<file path="src/rtl/seq_alu.sv">
// seq_alu: registered valid/ready ALU with flags, remainder and a multi-cycle restoring divider
module seq_alu #(
    parameter int WIDTH = 20
) (
    input  logic             clk,
    input  logic             rst_n,
    input  logic             in_valid,
    output logic             in_ready,
    input  logic [WIDTH-1:0] a,
    input  logic [WIDTH-1:0] b,
    input  logic [2:0]       sel,
    output logic             out_valid,
    input  logic             out_ready,
    output logic [WIDTH-1:0] c,
    output logic [WIDTH-1:0] rem,
    output logic             zero,
    output logic             carry,
    output logic             div_by_zero
);
    localparam int CW = $clog2(WIDTH);
    localparam logic [0:0] IDLE = 1'b0;
    localparam logic [0:0] DIV  = 1'b1;

    logic [0:0]       state_q, state_d;
    logic [CW-1:0]    cnt_q, cnt_d;
    logic [WIDTH-1:0] quo_q, quo_d, prem_q, prem_d, dvs_q, dvs_d;
    logic [WIDTH-1:0] c_q, c_d, rem_q, rem_d;
    logic             zero_q, zero_d, carry_q, carry_d, dbz_q, dbz_d, ov_q, ov_d;

    logic             accept, start_div, ge;
    logic [WIDTH:0]   sum, diff, trial;
    logic [WIDTH-1:0] mul_lo, prem_next, quo_next;
    logic [WIDTH-1:0] alu_c, alu_rem;
    logic             alu_carry, alu_dbz;

    assign in_ready  = (state_q == IDLE) & (!ov_q | out_ready);
    assign accept    = in_valid & in_ready;
    assign start_div = accept & (sel == 3'b100) & (b != '0);

    // One restoring step: shift in the next dividend bit, subtract if it fits.
    assign trial     = {prem_q, quo_q[WIDTH-1]};
    assign ge        = trial >= {1'b0, dvs_q};
    assign prem_next = ge ? WIDTH'(trial - {1'b0, dvs_q}) : trial[WIDTH-1:0];
    assign quo_next  = {quo_q[WIDTH-2:0], ge};

    always_comb begin
        sum       = {1'b0, a} + {1'b0, b};
        diff      = {1'b0, a} - {1'b0, b};
        mul_lo    = a * b;
        alu_c     = a;
        alu_rem   = '0;
        alu_carry = 1'b0;
        alu_dbz   = 1'b0;
        case (sel)
            3'b001: begin alu_c = sum[WIDTH-1:0]; alu_carry = sum[WIDTH]; end
            3'b010: begin alu_c = diff[WIDTH-1:0]; alu_carry = diff[WIDTH]; end
            3'b011: alu_c = mul_lo;
            3'b100: begin alu_c = '1; alu_rem = a; alu_dbz = 1'b1; end
            3'b101: alu_c = a & b;
            3'b110: alu_c = a | b;
            3'b111: alu_c = a ^ b;
            default: alu_c = a;
        endcase
    end

    always_comb begin
        state_d = state_q;
        cnt_d   = cnt_q;
        quo_d   = quo_q;
        prem_d  = prem_q;
        dvs_d   = dvs_q;
        c_d     = c_q;
        rem_d   = rem_q;
        zero_d  = zero_q;
        carry_d = carry_q;
        dbz_d   = dbz_q;
        ov_d    = ov_q & !out_ready;
        if (state_q == IDLE) begin
            if (start_div) begin
                state_d = DIV;
                cnt_d   = '0;
                quo_d   = a;
                prem_d  = '0;
                dvs_d   = b;
            end else if (accept) begin
                c_d     = alu_c;
                rem_d   = alu_rem;
                carry_d = alu_carry;
                dbz_d   = alu_dbz;
                zero_d  = alu_c == '0;
                ov_d    = 1'b1;
            end
        end else begin
            quo_d  = quo_next;
            prem_d = prem_next;
            cnt_d  = cnt_q + 1'b1;
            if (cnt_q == CW'(WIDTH - 1)) begin
                state_d = IDLE;
                c_d     = quo_next;
                rem_d   = prem_next;
                carry_d = 1'b0;
                dbz_d   = 1'b0;
                zero_d  = quo_next == '0;
                ov_d    = 1'b1;
            end
        end
    end

    always_ff @(posedge clk or negedge rst_n) begin
        if (!rst_n) begin
            state_q <= IDLE;
            cnt_q   <= '0;
            quo_q   <= '0;
            prem_q  <= '0;
            dvs_q   <= '0;
            c_q     <= '0;
            rem_q   <= '0;
            zero_q  <= 1'b0;
            carry_q <= 1'b0;
            dbz_q   <= 1'b0;
            ov_q    <= 1'b0;
        end else begin
            state_q <= state_d;
            cnt_q   <= cnt_d;
            quo_q   <= quo_d;
            prem_q  <= prem_d;
            dvs_q   <= dvs_d;
            c_q     <= c_d;
            rem_q   <= rem_d;
            zero_q  <= zero_d;
            carry_q <= carry_d;
            dbz_q   <= dbz_d;
            ov_q    <= ov_d;
        end
    end

    assign out_valid   = ov_q;
    assign c           = c_q;
    assign rem         = rem_q;
    assign zero        = zero_q;
    assign carry       = carry_q;
    assign div_by_zero = dbz_q;
endmodule

</file>
<file path="config.mk">
export PLATFORM = sky130hd
export DESIGN_NAME = seq_alu
export DESIGN_NICKNAME = d
export VERILOG_FILES = /design/src/rtl/seq_alu.sv
export SDC_FILE = /design/constraint.sdc
export NUM_CORES = 1
export LEC_CHECK = 0
export ABC_AREA = 1
export CORE_MARGIN = 2
export CORE_UTILIZATION = 60
export CTS_CLUSTER_DIAMETER = 30
export DETAILED_ROUTE_END_ITERATION = 12
export GPL_TIMING_DRIVEN = 0
export PLACE_DENSITY = 0.8
export SLEW_MARGIN = 5
export SYNTH_ARGS = -nofsm -noshare
export SYNTH_HDL_FRONTEND = slang
export SYNTH_SLANG_ARGS = --single-unit
</file>
<file path="constraint.sdc">
create_clock -name clk -period 2.8 [get_ports clk]
set_input_delay 0.56 -clock clk [delete_from_list [all_inputs] [get_ports clk]]
set_output_delay 0.56 -clock clk [all_outputs]
set_load 0.05 [all_outputs]
</file>
==> results.py, run 1 <==
metrics = {
    "status": {
        "status": "finished with violations",
        "violations": "negative setup slack",
    },
    "setup_path": {
        "reg2reg_slack_ps": 100,
        "start_kind": "input pin",
        "critical_path_required_ps": 3090,
        "endpoint_kind": "flip-flop",
        "path_max_fanout": 10,
        "worstSetupPathType": "input pin to flip-flop",
        "crit_end": "zero$_DFFE_PN0P_",
        "r2r_start": "dvs_q[8]$_DFFE_PN0P_",
        "r2r_end": "prem_q[13]$_DFFE_PN0P_",
        "r2r_cells": 11,
        "setup.worst_path.start": "b[2]",
        "arrival_ps": 6920,
    },
    "synth": {
        "syn_area_um2": 16300,
        "synthFlopType": "dfrtp_1",
        "ys.warnings.count": 0,
        "synth_edf_count": 0,
        "postSynth.asyncResetShare_pct": 100,
        "syn_area_per_cell_um2": 7.01,
        "ys_ff_latch": 110,
        "syn_inst": 2327,
        "ys_seq_area_share_pct": 16.9,
        "synth_cell_types": 54,
        "synthesis.nets": 2664,
    },
    "cts": {
        "postCtsHoldBufs": 0,
        "cts_tree": "built",
        "cts_num_sinks": 110,
        "root_buffer": "clkbuf_16",
        "clockBufferDepth": 2,
        "htreeDepth": 3,
        "cts_buffers": 9,
        "clkSlewWorstSetupHoldPaths_ps": 80,
        "clk_latency_ps": 370,
    },
    "worst_hold_path": {
        "hp-class": "input pin to async pin",
    },
    "finish": {
        "diodes": 0,
        "design_area_um2": 20500,
        "drive_gt1_share_pct": 21.0,
        "fin_cells": 2856,
        "nets": 2847,
        "area_growth_pct": 25.6,
    },
    "route": {
        "num_vias": 18604,
        "finalWirelength_um": 72400,
        "detail_route.wl_per_cell_um": 25.4,
        "vias_per_cell": 6.51,
        "first_pass_iters": 10,
        "first_iter_violations": 2736,
        "drc": 0,
        "drtAntennaViolNets": 0,
    },
    "global_routing": {
        "antenna_found_initial": 1,
        "grt_usage_pct": 46.5,
        "grt_pass1_wl_um": 99900,
        "first_global_vias": 17640,
        "grt_max_degree": 60,
        "grt_overflow": 0,
    },
    "placed_design": {
        "placed_cells": 2757,
        "dpl_cell_area_um2": 18200,
        "finalWeightedCongestion": 1.05,
        "portBuffers": 88,
        "pre_cts_ws_ps": -5230,
        "place_hpwl_um": 48300,
    },
    "timing": {
        "min_period_ps": 6630,
        "fmax_mhz": 151,
        "slew_headroom_pct": 38.0,
        "finClkSkew_ps": 16.9,
        "hold_ws_ps": 257,
        "finalCritPeriodShare_pct": 237,
        "slew_viol_final": 0,
        "setup_viol_count_final": 20,
        "worst_slew_pin_slew_ps": 926,
        "fin_ws_ps": -3830,
        "hold_violations": 0,
        "grt_setup_unrepaired": "true",
    },
    "die": {
        "pin_count": 92,
        "die_area_um2": 28500,
        "dieWidth_um": 169,
        "core_um2": 26800,
        "start_util_pct": 60.9,
        "fp.dieH_um": 169,
        "rows": 60,
    },
    "flow_run": {
        "max_cap_violations": 0,
    },
}
cell usage in the layout (no fill, tap or decap), drive strengths merged, types with 4 or more instances in the layout:
cell           synthesis  layout
a211oi                 9       9
a21o                   4       4
a21oi                108     108
a2bb2oi               20      20
a31oi                 21      21
buf                   54     168
clkbuf                42      53
clkdlybuf4s50          0      50
dfrtp                110     110
fa                   140     140
ha                   150     150
inv                  480     481
nand2                646     646
nand3                132     132
nand3b                 9       9
nand4                 35      35
nor2                 114     114
nor3                  10      10
nor4                  14      14
o211ai                24      24
o21ai                101     101
o221ai                20      20
o22ai                  9       9
o311ai                17      17
o31ai                  4       4
xnor2                 19      19
xor2                  16      16
worst min path at each step:
| stage | from | slack (ps) | endpoint |
|---|---|---|---|
| after global routing | rst_n | 330 | c[3]$_DFFE_PN0P_ |
| after global placement | div_by_zero$_DFFE_PN0P_ | 460 | div_by_zero$_DFFE_PN0P_ |
| final | rst_n | 260 | c[5]$_DFFE_PN0P_ |
| after detailed placement | dvs_q[15]$_DFFE_PN0P_ | 470 | dvs_q[15]$_DFFE_PN0P_ |
| after floorplan | rst_n | 260 | c[0]$_DFFE_PN0P_ |
| after CTS | rst_n | 290 | c[4]$_DFFE_PN0P_ |
timing repair:
action,in CTS,in global routing
resized for setup,346,191
pin swaps,118,104
hold endpoints to repair,0,0
endpoints found under the setup margin,52,54
setup buffers,53,31
synthesized netlist by cell type (all sizes together) (2+ instances only):
cell type	number	area share [%]
nand2	646	15
inv	480	11
ha	150	12
fa	140	17
nand3	132	4.3
nor2	114	2.9
dfrtp	110	17
a21oi	108	3.5
o21ai	101	3.1
buf	54	2.1
clkbuf	42	0.98
nand4	35	1.3
o211ai	24	1.1
a31oi	21	0.81
a2bb2oi	20	1.1
o221ai	20	1.1
xnor2	19	1.0
o311ai	17	0.91
xor2	16	0.86
nor4	14	0.54
nor3	10	0.34
a211oi	9	0.41
nand3b	9	0.41
o22ai	9	0.35
a21o	4	0.18
o31ai	4	0.21
and3	3	0.12
o21bai	3	0.14
or2	3	0.12
a22o	2	0.11
a22oi	2	0.092
o21a	2	0.092
per-stage QoR:
stage                     utilization (%)  setup TNS [ps]
final                                76.5          -53220
after global routing                 76.5          -55020
after CTS                            73.5          -49640
after detailed placement             67.8          -94360
after global placement               67.7         -400000
after floorplan                         -          -42650
critical path, cell delays in order:
cell and delay (ps):
buf_4 140, buf_8 130, buf_8 140, nand2_1 90, inv_1 140, fa_2 420, fa_1 530, inv_2 60
fa_1 530, inv_1 70, fa_1 560, fa_2 510, fa_1 550, inv_2 60, fa_1 550, inv_2 70
ha_4 270, a21oi_2 180, o21ai_0 140, nor2_1 150, nand2_2 110, o21ai_4 230, nand4_1 250, a21oi_2 210
nand4_1 120, a21oi_2 140
metal layers:
layer / GRT usage, % / wire, um / vias to the layer above
met3: 9.75 / 9500 / 588
li1: - / - / 7738
met5: 0 / 12 / -
met1: 58.3 / 25100 / 8593
met2: 71.8 / 30200 / 1683
met4: 32.7 / 7560 / 2
flip-flops by register name (all words and copies together) (netlist names):
signal and flops:
cnt_q 5, carry 1, dvs_q 20, c 20, div_by_zero 1, quo_q 20, rem 20, state_q 1
zero 1, prem_q 20, out_valid 1
cell type report:
cell class / count / area, um2
multi-input combinational: 1641 / 12600
fill: 1837 / 6310
sequential: 110 / 2750
inverter: 480 / 1830
timing repair buffer: 172 / 1590
buffer: 96 / 942
tap: 341 / 427
clock buffer: 10 / 239
clock inverter: 6 / 78.8
kinds of logic after synthesis:
group           after synthesis  synth area share (%)
buf+inv                     576                  14.2
compound gates              350                  13.4
fa+ha+maj                   290                  28.7
simple gates                966                  25.0
flops                       110                  16.9
xor+xnor                     35                  1.88
Power of run 1 is left out: the tool's default activity adds up to more than one toggle a clock period on the data nets, which glitch-free logic cannot reach.
==> inputs of run 2 (changes only) <==
- GPL_ROUTABILITY_DRIVEN: unset -> 1
==> results of run 2 <==
Same layout as run 1: the final DEF is identical, and so are final timing and power.
Power of run 2 is left out for the same reason.
